===== src/rtl/freq_avg_lock.sv =====
// freq_avg_lock -- windowed frequency averager with lock detection.
//
// Averages the last 2^DEPTH_LOG2 accepted frequency samples in a ring
// buffer and raises `locked` once LOCK_CNT consecutive samples land within
// TOL of the running average. Out-of-range samples are rejected; three in
// a row, or a watchdog expiry with no strobe, flush the window back to IDLE.
//
// Ports:
//   clk       sole clock, rising edge
//   rst       asynchronous active-low reset
//   freq_in   unsigned frequency word, valid with freq_stb
//   freq_stb  one-cycle sample strobe
//   freq_avg  windowed average (held across flushes)
//   avg_vld   one-cycle pulse, freq_avg updated
//   locked    stable-frequency flag
//   reject    one-cycle pulse, sample outside [FMIN, FMAX]
//   timeout   one-cycle pulse, watchdog flush
//
// Build option: define FREQ_AVG_ROUND_EN to round the average to nearest
// instead of truncating.
//
// state | meaning
// ------+--------------------------------------------
// IDLE  | buffer empty
// FILL  | 1 .. 2^DEPTH_LOG2-1 samples held
// TRACK | buffer full, not locked
// LOCK  | buffer full, locked

module freq_avg_lock #(
  parameter int W          = 16,
  parameter int DEPTH_LOG2 = 2,
  parameter int FMIN       = 4500,
  parameter int FMAX       = 5500,
  parameter int TOL        = 50,
  parameter int LOCK_CNT   = 4,
  parameter int TIMEOUT    = 2000000
) (
  input  logic         clk,
  input  logic         rst,
  input  logic [W-1:0] freq_in,
  input  logic         freq_stb,
  output logic [W-1:0] freq_avg,
  output logic         avg_vld,
  output logic         locked,
  output logic         reject,
  output logic         timeout
);

  localparam int DEPTH = 1 << DEPTH_LOG2;
  localparam int AW    = W + DEPTH_LOG2;
  localparam int CW    = DEPTH_LOG2 + 1;
  localparam int LCW   = $clog2(LOCK_CNT + 1);
  localparam int WDW   = $clog2(TIMEOUT + 1);

  localparam logic [W-1:0]   FMIN_W     = W'(FMIN);
  localparam logic [W-1:0]   FMAX_W     = W'(FMAX);
  localparam logic [W-1:0]   TOL_W      = W'(TOL);
  localparam logic [CW-1:0]  DEPTH_C    = CW'(DEPTH);
  localparam logic [LCW-1:0] LOCK_CNT_C = LCW'(LOCK_CNT);
  localparam logic [WDW-1:0] TIMEOUT_C  = WDW'(TIMEOUT);

  typedef enum logic [1:0] {IDLE, FILL, TRACK, LOCK} state_t;

  state_t                state;
  logic [W-1:0]          ring [DEPTH];
  logic [DEPTH_LOG2-1:0] wr_ptr;
  logic [CW-1:0]         count;
  logic [AW-1:0]         acc;
  logic [LCW-1:0]        lock_cnt;
  logic [1:0]            rej_cnt;
  logic [WDW-1:0]        wd_cnt;

  logic           in_range, accept, bad, full, in_tol;
  logic           wd_expire, rej_flush, flush;
  logic [W-1:0]   old_smp, dev, avg_nxt;
  logic [AW-1:0]  acc_nxt;
  logic [CW-1:0]  count_nxt;
  logic [LCW-1:0] lock_cnt_inc;

  always_comb begin
    in_range     = (freq_in >= FMIN_W) && (freq_in <= FMAX_W);
    accept       = freq_stb && in_range;
    bad          = freq_stb && !in_range;
    full         = (count == DEPTH_C);
    // Until the window is full the slot being written holds nothing real.
    old_smp      = full ? ring[wr_ptr] : '0;
    acc_nxt      = acc + AW'(freq_in) - AW'(old_smp);
    count_nxt    = full ? count : count + 1'b1;
    // Deviation is taken against the average as it stands before this sample.
    dev          = (freq_in >= freq_avg) ? (freq_in - freq_avg) : (freq_avg - freq_in);
    in_tol       = (dev <= TOL_W);
    lock_cnt_inc = lock_cnt + 1'b1;
    // A strobe on the expiry cycle reloads the watchdog instead of flushing.
    wd_expire    = !freq_stb && (wd_cnt == WDW'(1));
    rej_flush    = bad && (rej_cnt == 2'd2);
    flush        = wd_expire || rej_flush;
  end

`ifdef FREQ_AVG_ROUND_EN
  localparam int HALF = (DEPTH_LOG2 > 0) ? (1 << (DEPTH_LOG2 - 1)) : 0;
  logic [AW:0] acc_rnd;
  always_comb begin
    acc_rnd = {1'b0, acc_nxt} + (AW+1)'(HALF);
    avg_nxt = acc_rnd[DEPTH_LOG2 +: W];
  end
`else
  always_comb begin
    avg_nxt = acc_nxt[DEPTH_LOG2 +: W];
  end
`endif

  always_ff @(posedge clk or negedge rst) begin
    if (!rst) begin
      state    <= IDLE;
      for (int i = 0; i < DEPTH; i++) ring[i] <= '0;
      wr_ptr   <= '0;
      count    <= '0;
      acc      <= '0;
      lock_cnt <= '0;
      rej_cnt  <= '0;
      wd_cnt   <= '0;
      freq_avg <= '0;
      avg_vld  <= 1'b0;
      locked   <= 1'b0;
      reject   <= 1'b0;
      timeout  <= 1'b0;
    end else begin
      avg_vld <= 1'b0;
      reject  <= 1'b0;
      timeout <= 1'b0;

      // Down-counter; zero means idle (after reset or after an expiry).
      if (freq_stb)
        wd_cnt <= TIMEOUT_C;
      else if (wd_cnt != '0)
        wd_cnt <= wd_cnt - 1'b1;

      if (flush) begin
        state    <= IDLE;
        for (int i = 0; i < DEPTH; i++) ring[i] <= '0;
        wr_ptr   <= '0;
        count    <= '0;
        acc      <= '0;
        lock_cnt <= '0;
        rej_cnt  <= '0;
        locked   <= 1'b0;
        timeout  <= wd_expire;
        reject   <= bad;
      end else if (bad) begin
        reject  <= 1'b1;
        rej_cnt <= rej_cnt + 1'b1;
      end else if (accept) begin
        rej_cnt      <= '0;
        ring[wr_ptr] <= freq_in;
        wr_ptr       <= wr_ptr + 1'b1;
        acc          <= acc_nxt;
        count        <= count_nxt;
        if (count_nxt == DEPTH_C) begin
          freq_avg <= avg_nxt;
          avg_vld  <= 1'b1;
        end
        case (state)
          IDLE, FILL: begin
            state <= (count_nxt == DEPTH_C) ? TRACK : FILL;
          end
          TRACK: begin
            if (in_tol) begin
              lock_cnt <= lock_cnt_inc;
              if (lock_cnt_inc == LOCK_CNT_C) begin
                state  <= LOCK;
                locked <= 1'b1;
              end
            end else begin
              lock_cnt <= '0;
            end
          end
          LOCK: begin
            if (!in_tol) begin
              state    <= TRACK;
              lock_cnt <= '0;
              locked   <= 1'b0;
            end
          end
          default: state <= IDLE;
        endcase
      end
    end
  end

endmodule


===== config.mk =====
export PLATFORM = sky130hd
export DESIGN_NAME = freq_avg_lock
export DESIGN_NICKNAME = d
export VERILOG_FILES = /design/src/rtl/freq_avg_lock.sv
export SDC_FILE = /design/constraint.sdc
export NUM_CORES = 1
export LEC_CHECK = 0
export ABC_CLOCK_PERIOD_IN_PS = 6500
export CORE_MARGIN = 4
export CORE_UTILIZATION = 46
export CTS_CLUSTER_DIAMETER = 100
export DETAILED_ROUTE_END_ITERATION = 8
export PLACE_DENSITY = 0.74
export RECOVER_POWER = 25
export SETUP_SLACK_MARGIN = 0.15
export SLEW_MARGIN = 20
export SYNTH_ARGS = -nofsm -noshare
export SYNTH_HDL_FRONTEND = slang
export SYNTH_SLANG_ARGS = --single-unit

===== constraint.sdc =====
create_clock -name clk -period 6.5 [get_ports clk]
set_input_delay 1.3 -clock clk [delete_from_list [all_inputs] [get_ports clk]]
set_output_delay 1.3 -clock clk [all_outputs]
set_load 0.02 [all_outputs]

==> flow_summary.ini, run 1 <==
[outcome]
outcome = finished with violations
violations = max-capacitance violations, max-slew violations

[critical_path]
start_kind = primary input
crit_chain = clkdlybuf4s50_1 -> inv_1 -> fa_1 -> inv_1 -> ha_1 -> a21o_1 -> a21oi_1 -> o211ai_1 -> a31oi_1 -> o21ai_0 -> a41o_1 -> o41ai_1 -> xnor2_1 -> or3_1 -> nand3_1
crit_slowest_cell = clkdlybuf4s50_1
slowest_delay_ns = 0.72
cp.required_ns = 6.86
end_kind = flip-flop
critPathKind = in2reg
cp_top_family = compound AO/OA/AOI/OAI gates
arrival_ns = 5.64
path_max_fanout = 8
critical_path_buf_inv_count = 3
rrSetupSlack_ns = 1.70
cpMostUsedCell = inv_1

[logic_synthesis]
ys_seq_elements = 135
ys_warn_count = 0
synth_cells = 1048
syn-cell-area_um2 = 9159
synth_edf_count = 0
synth_ff_type = dfrtp_1
ys_seq_area_frac = 0.3689
syn-num-nets = 1145
ys_types = 70
synth_area_per_cell_um2 = 8.739
async_flop_share = 1.000

[die]
io_pins = 39
dieArea_um2 = 22230
die_y_um = 149.1
initial_core_util = 0.4691
coreArea_um2 = 19530
num_rows = 51
fp.dieW_um = 149.1

[power]
combPwrFrac = 0.221
power.internal_mw = 1.722
power.total_mw = 2.455
p_sw_mw = 0.7328
seqPwrFrac = 0.373
switching_share = 0.2985
irDropWorstVdd_v = 0.0001878
p_leak_nw = 4.585
p_per_area_nw_per_um2 = 236.8
p_clk_frac = 0.406

[clocking]
cts_max_level = 4
cts.sinks = 135
root_buffer = clkbuf_16
cts_tree = yes
clk_pin_slew_ns = 0.06
numCtsBuffers = 17
cts_setup_buffers = 0
cts_resized = 0
clock_latency_ns = 0.43
clk_path_buf_depth = 2
hold_buffers = 0

[drt]
avgViaCountPerCell = 5.692
drtIter0Drc = 566
dr.pass1.iters = 6
ant_nets = 0
drc = 0
wl_per_cell_um = 16.50
vias = 7644
finalWirelength_mm = 22.16

[grt]
grtUsageTotal = 0.2022
grt_max_degree = 75
grt_first_pass_wirelength_mm = 36.33
gr-total-overflow = 0
grt_pass1_vias = 7302
antenna_found_initial = 0

[timing]
whs_ns = 0.5008
rsz0062_at_grt = no
setup_tns_ns = 0
max_freq_ghz = 0.1893
post-route-period-util = 0.8129
slew_viol_final = 63
tightest_slew_ns = 3.294
fin_crit_ns = 5.284
finalClockSkew_ns = 0.01268
setup_viol = 0
hold_violations = 0
max_slew_margin = -1.196

[final_layout]
n_fill_cell = 1759
insertedDiodeCount = 0
mostFrequentLayoutCell = nand2_1
mostFrequentLayoutCells = nand2_1 (148), dfrtp_1 (135), inv_1 (96)
fin_util = 0.5310
syn_to_final_growth_pct = 13.20
drive_above_1_share = 0.06957
finalNetCount = 1162

[job]
cap_violations = 1

[hold_path]
hold_class = reg2reg

[place]
portBuffers = 38
place_hpwl_mm = 15.57
place_congestion = 0.9374
==> registers in the layout (all words and copies together), names as in the netlist <==
name	cells
ring	64
wd_cnt	21
acc	18
freq_avg	16
count	3
lock_cnt	3
rej_cnt	2
state	2
wr_ptr	2
avg_vld	1
locked	1
reject	1
timeout	1
==> power groups by stage <==
stage               Clock [mW]  Combinational, mW  Sequential, mW
finish                   0.997              0.541           0.916
global route              1.05              0.610           0.922
CTS                       1.01              0.541           0.916
detailed placement           0              0.534           0.930
global placement             0              0.520           0.929
floorplan                    0              0.399           0.921
==> tightest hold or removal path: stages (launching register included) <==
cell and delay (ns):
dfrtp_1 0.34, nand3_1 0.06, o21ai_0 0.07
==> cell families after synthesis <==
logic type	share of synthesized area
AO/OA/AOI/OAI	0.1730
buffers and inverters	0.06120
AND/OR/NAND/NOR	0.1948
adder cells (fa/ha/maj)	0.1213
multiplexers	0.04262
XOR/XNOR	0.03825
flip-flops	0.3689
==> final cells by class <==
class | count | area, µm² | area share
repair buffers | 49 | 456.7 | 0.04405
clock buffers | 20 | 466.7 | 0.04502
flip-flops and latches | 135 | 3378 | 0.3259
clock inverters | 12 | 150.1 | 0.01448
well taps | 265 | 331.6 | 0.03198
multi-input cells | 766 | 5224 | 0.5039
inverters | 96 | 360.3 | 0.03476
==> synth_stat cells (all sizes together), types with 14 or more instances <==
cell	instances	area share
and3	26	0.018
mux4	16	0.039
o21ai	77	0.042
nor2b	21	0.015
nor3	21	0.011
nor2	60	0.025
xnor2	18	0.017
ha	60	0.082
nand2b	14	0.0096
a21oi	88	0.048
nand2	148	0.061
xor2	22	0.021
inv	96	0.039
fa	18	0.039
nand3	29	0.016
or3	14	0.0096
clkbuf	42	0.017
dfrtp	135	0.37
==> metrics by stage <==
stage          cells  worst slack, ns  instance area, µm²
3_5_place_dp    1311           0.9022                9758
6_report        1343            1.216               10370
5_1_grt         1343           0.9220               10370
2_1_floorplan   1048            1.424                9159
3_3_place_gp    1311           0.9843                9758
4_1_cts         1343            1.305               10380
==> metal layers <==
| layer | share of wire | global-route usage |
|---|---|---|
| met1 | 0.45 | 0.2779 |
| met2 | 0.48 | 0.3270 |
| met3 | 0.052 | 0.03403 |
| met4 | 0.022 | 0.06819 |
| met5 | 0 | 0 |
==> path summary, 6_finish.rpt <==
kind,startpoint,endpoint,cells past startpoint
max reg2reg,wr_ptr[0],acc[17],16
min in group asynchronous,rst,wd_cnt[17],1
max,freq_in[1],acc[17],15
max in group asynchronous,rst,ring[34],2
min,acc[3],acc[3],2
min reg2reg,acc[3],acc[3],2
Power figures use the tool's default switching activity.
==> inputs of run 2 (changes only) <==
Settings changed: ABC_CLOCK_PERIOD_IN_PS 6500 to 5400.
Clock period 6.5 ns to 5.4 ns, I/O delays scaled along.
==> run 2 against run 1 <==
Net effect:
- setup slack got worse by 0.61 ns
- final cell count rose by 1.6%
- the flow still finishes with violations (max-capacitance violations, max-slew violations)
- via count fell by 0.26%
- cell area rose by 1.4%
- utilization rose by 0.76 points
- sequential power rose by 21%
- register-to-register slack got worse by 1.1 ns
- combinational power rose by 22%
==> flow_summary.ini, run 2 (same netlist as run 1, synthesis figures left out) <==
[grt]
gr-total-overflow = 0
antenna_found_initial = 0
grt_pass1_vias = 7450
grt_max_degree = 97
grtUsageTotal = 0.2064
grt_first_pass_wirelength_mm = 36.87

[drt]
ant_nets = 0
avgViaCountPerCell = 5.585
dr.pass1.iters = 5
finalWirelength_mm = 22.14
drc = 0
wl_per_cell_um = 16.22
drtIter0Drc = 618
vias = 7624

[timing]
setup_viol = 0
max_slew_margin = -0.5734
setup_tns_ns = 0
slew_viol_final = 97
rsz0062_at_grt = no
tightest_slew_ns = 2.360
finalClockSkew_ns = 0.005332
fin_crit_ns = 4.793
post-route-period-util = 0.8876
max_freq_ghz = 0.2086
hold_violations = 0

[clocking]
clock_latency_ns = 0.42
clk_pin_slew_ns = 0.06
cts_setup_buffers = 0
cts_resized = 0
cts.sinks = 135
cts_tree = yes
root_buffer = clkbuf_16
cts_max_level = 4
clk_path_buf_depth = 2
hold_buffers = 0
numCtsBuffers = 17

[final_layout]
n_fill_cell = 1766
multi_input_area_um2 = 5224
largest_reg_flops = 64
fin_cells = 1365
syn_to_final_growth_pct = 14.81
mostFrequentLayoutCells = nand2_1 (148), dfrtp_1 (135), inv_1 (96)
register_area_um2 = 3378
largestRegisters = ring x64, wd_cnt x21, acc x18
mostFrequentLayoutCell = nand2_1
fin_util = 0.5385
stdcell_area_um2 = 10520
regMostFlops = ring
drive_above_1_share = 0.08818
insertedDiodeCount = 0
finalNetCount = 1184

[critical_path]
cp.required_ns = 5.69
start_kind = primary input
arrival_ns = 5.08
critPathKind = in2reg
path_max_fanout = 3
end_kind = flip-flop

[power]
p_leak_nw = 4.672
irDropWorstVdd_v = 0.0002516
p_per_area_nw_per_um2 = 279.2

[outcome]
outcome = finished with violations
violations = max-capacitance violations, max-slew violations

[die]
io_pins = 39
num_rows = 51
die_y_um = 149.1
dieArea_um2 = 22230
coreArea_um2 = 19530
initial_core_util = 0.4691
fp.dieW_um = 149.1

[place]
place_congestion = 0.9204
dp_cells = 1333
post_dp_cell_area_um2 = 9923
place_hpwl_mm = 16.20
portBuffers = 38

[job]
cap_violations = 1

[hold_path]
hold_class = reg2reg
run 2: area by class of cell:
class | count | area share
clock inverter | 13 | 0.01475
multi-input combinational | 766 | 0.4968
sequential | 135 | 0.3213
timing repair buffer | 71 | 0.05926
clock buffer | 19 | 0.04212
tap | 265 | 0.03153
inverter | 96 | 0.03427
run 2: path summary, 6_finish.rpt:
path                            cells past startpoint  startpoint           end  slack, ns
worst max-delay path                               15  freq_in[1]  freq_avg[14]       0.61
worst max register to register                     16   wr_ptr[0]       acc[17]       0.61
worst min register to register                      2    ring[44]      ring[44]       0.50
worst min-delay path                                2    ring[44]      ring[44]       0.50
max in group asynchronous                           2         rst   freq_avg[5]       2.42
min in group asynchronous                           1         rst    wd_cnt[13]       1.39
run 2: worst max-delay path, cell delays in order:
cell             delay (ns)
clkdlybuf4s50_1        0.52
inv_1                  0.13
fa_1                   0.55
inv_1                  0.07
fa_1                   0.48
a21o_1                 0.18
a21oi_1                0.21
o21ai_0                0.16
a221o_1                0.38
a211oi_1               0.28
nor2_1                 0.12
o41a_1                 0.35
a211oi_1               0.27
xor2_1                 0.21
o21ai_0                0.10
run 2: report_power, final:
part           switching [mW]  internal [mW]
Clock                   0.436          0.733
Sequential             0.0433           1.06
Combinational           0.397          0.262
run 2: per-layer routing:
layer | up-vias | share of wire | GRT usage
met1 | 3669 | 0.44 | 0.2781
li1 | 3714 | - | -
met2 | 209 | 0.48 | 0.3406
met5 | - | 0 | 0
met4 | 0 | 0.020 | 0.06773
met3 | 32 | 0.063 | 0.03555
run 2: metrics by stage:
stage                     total power [mW]  hold WS [ns]  worst slack (ns)
after floorplan                      1.588        0.4608            0.3243
after global placement               1.758        0.4795            0.3528
after detailed placement             1.776        0.4890            0.2723
after CTS                            2.954        0.5013            0.6118
after global routing                 3.091        0.5215            0.2173
final                                2.935        0.4987            0.6069
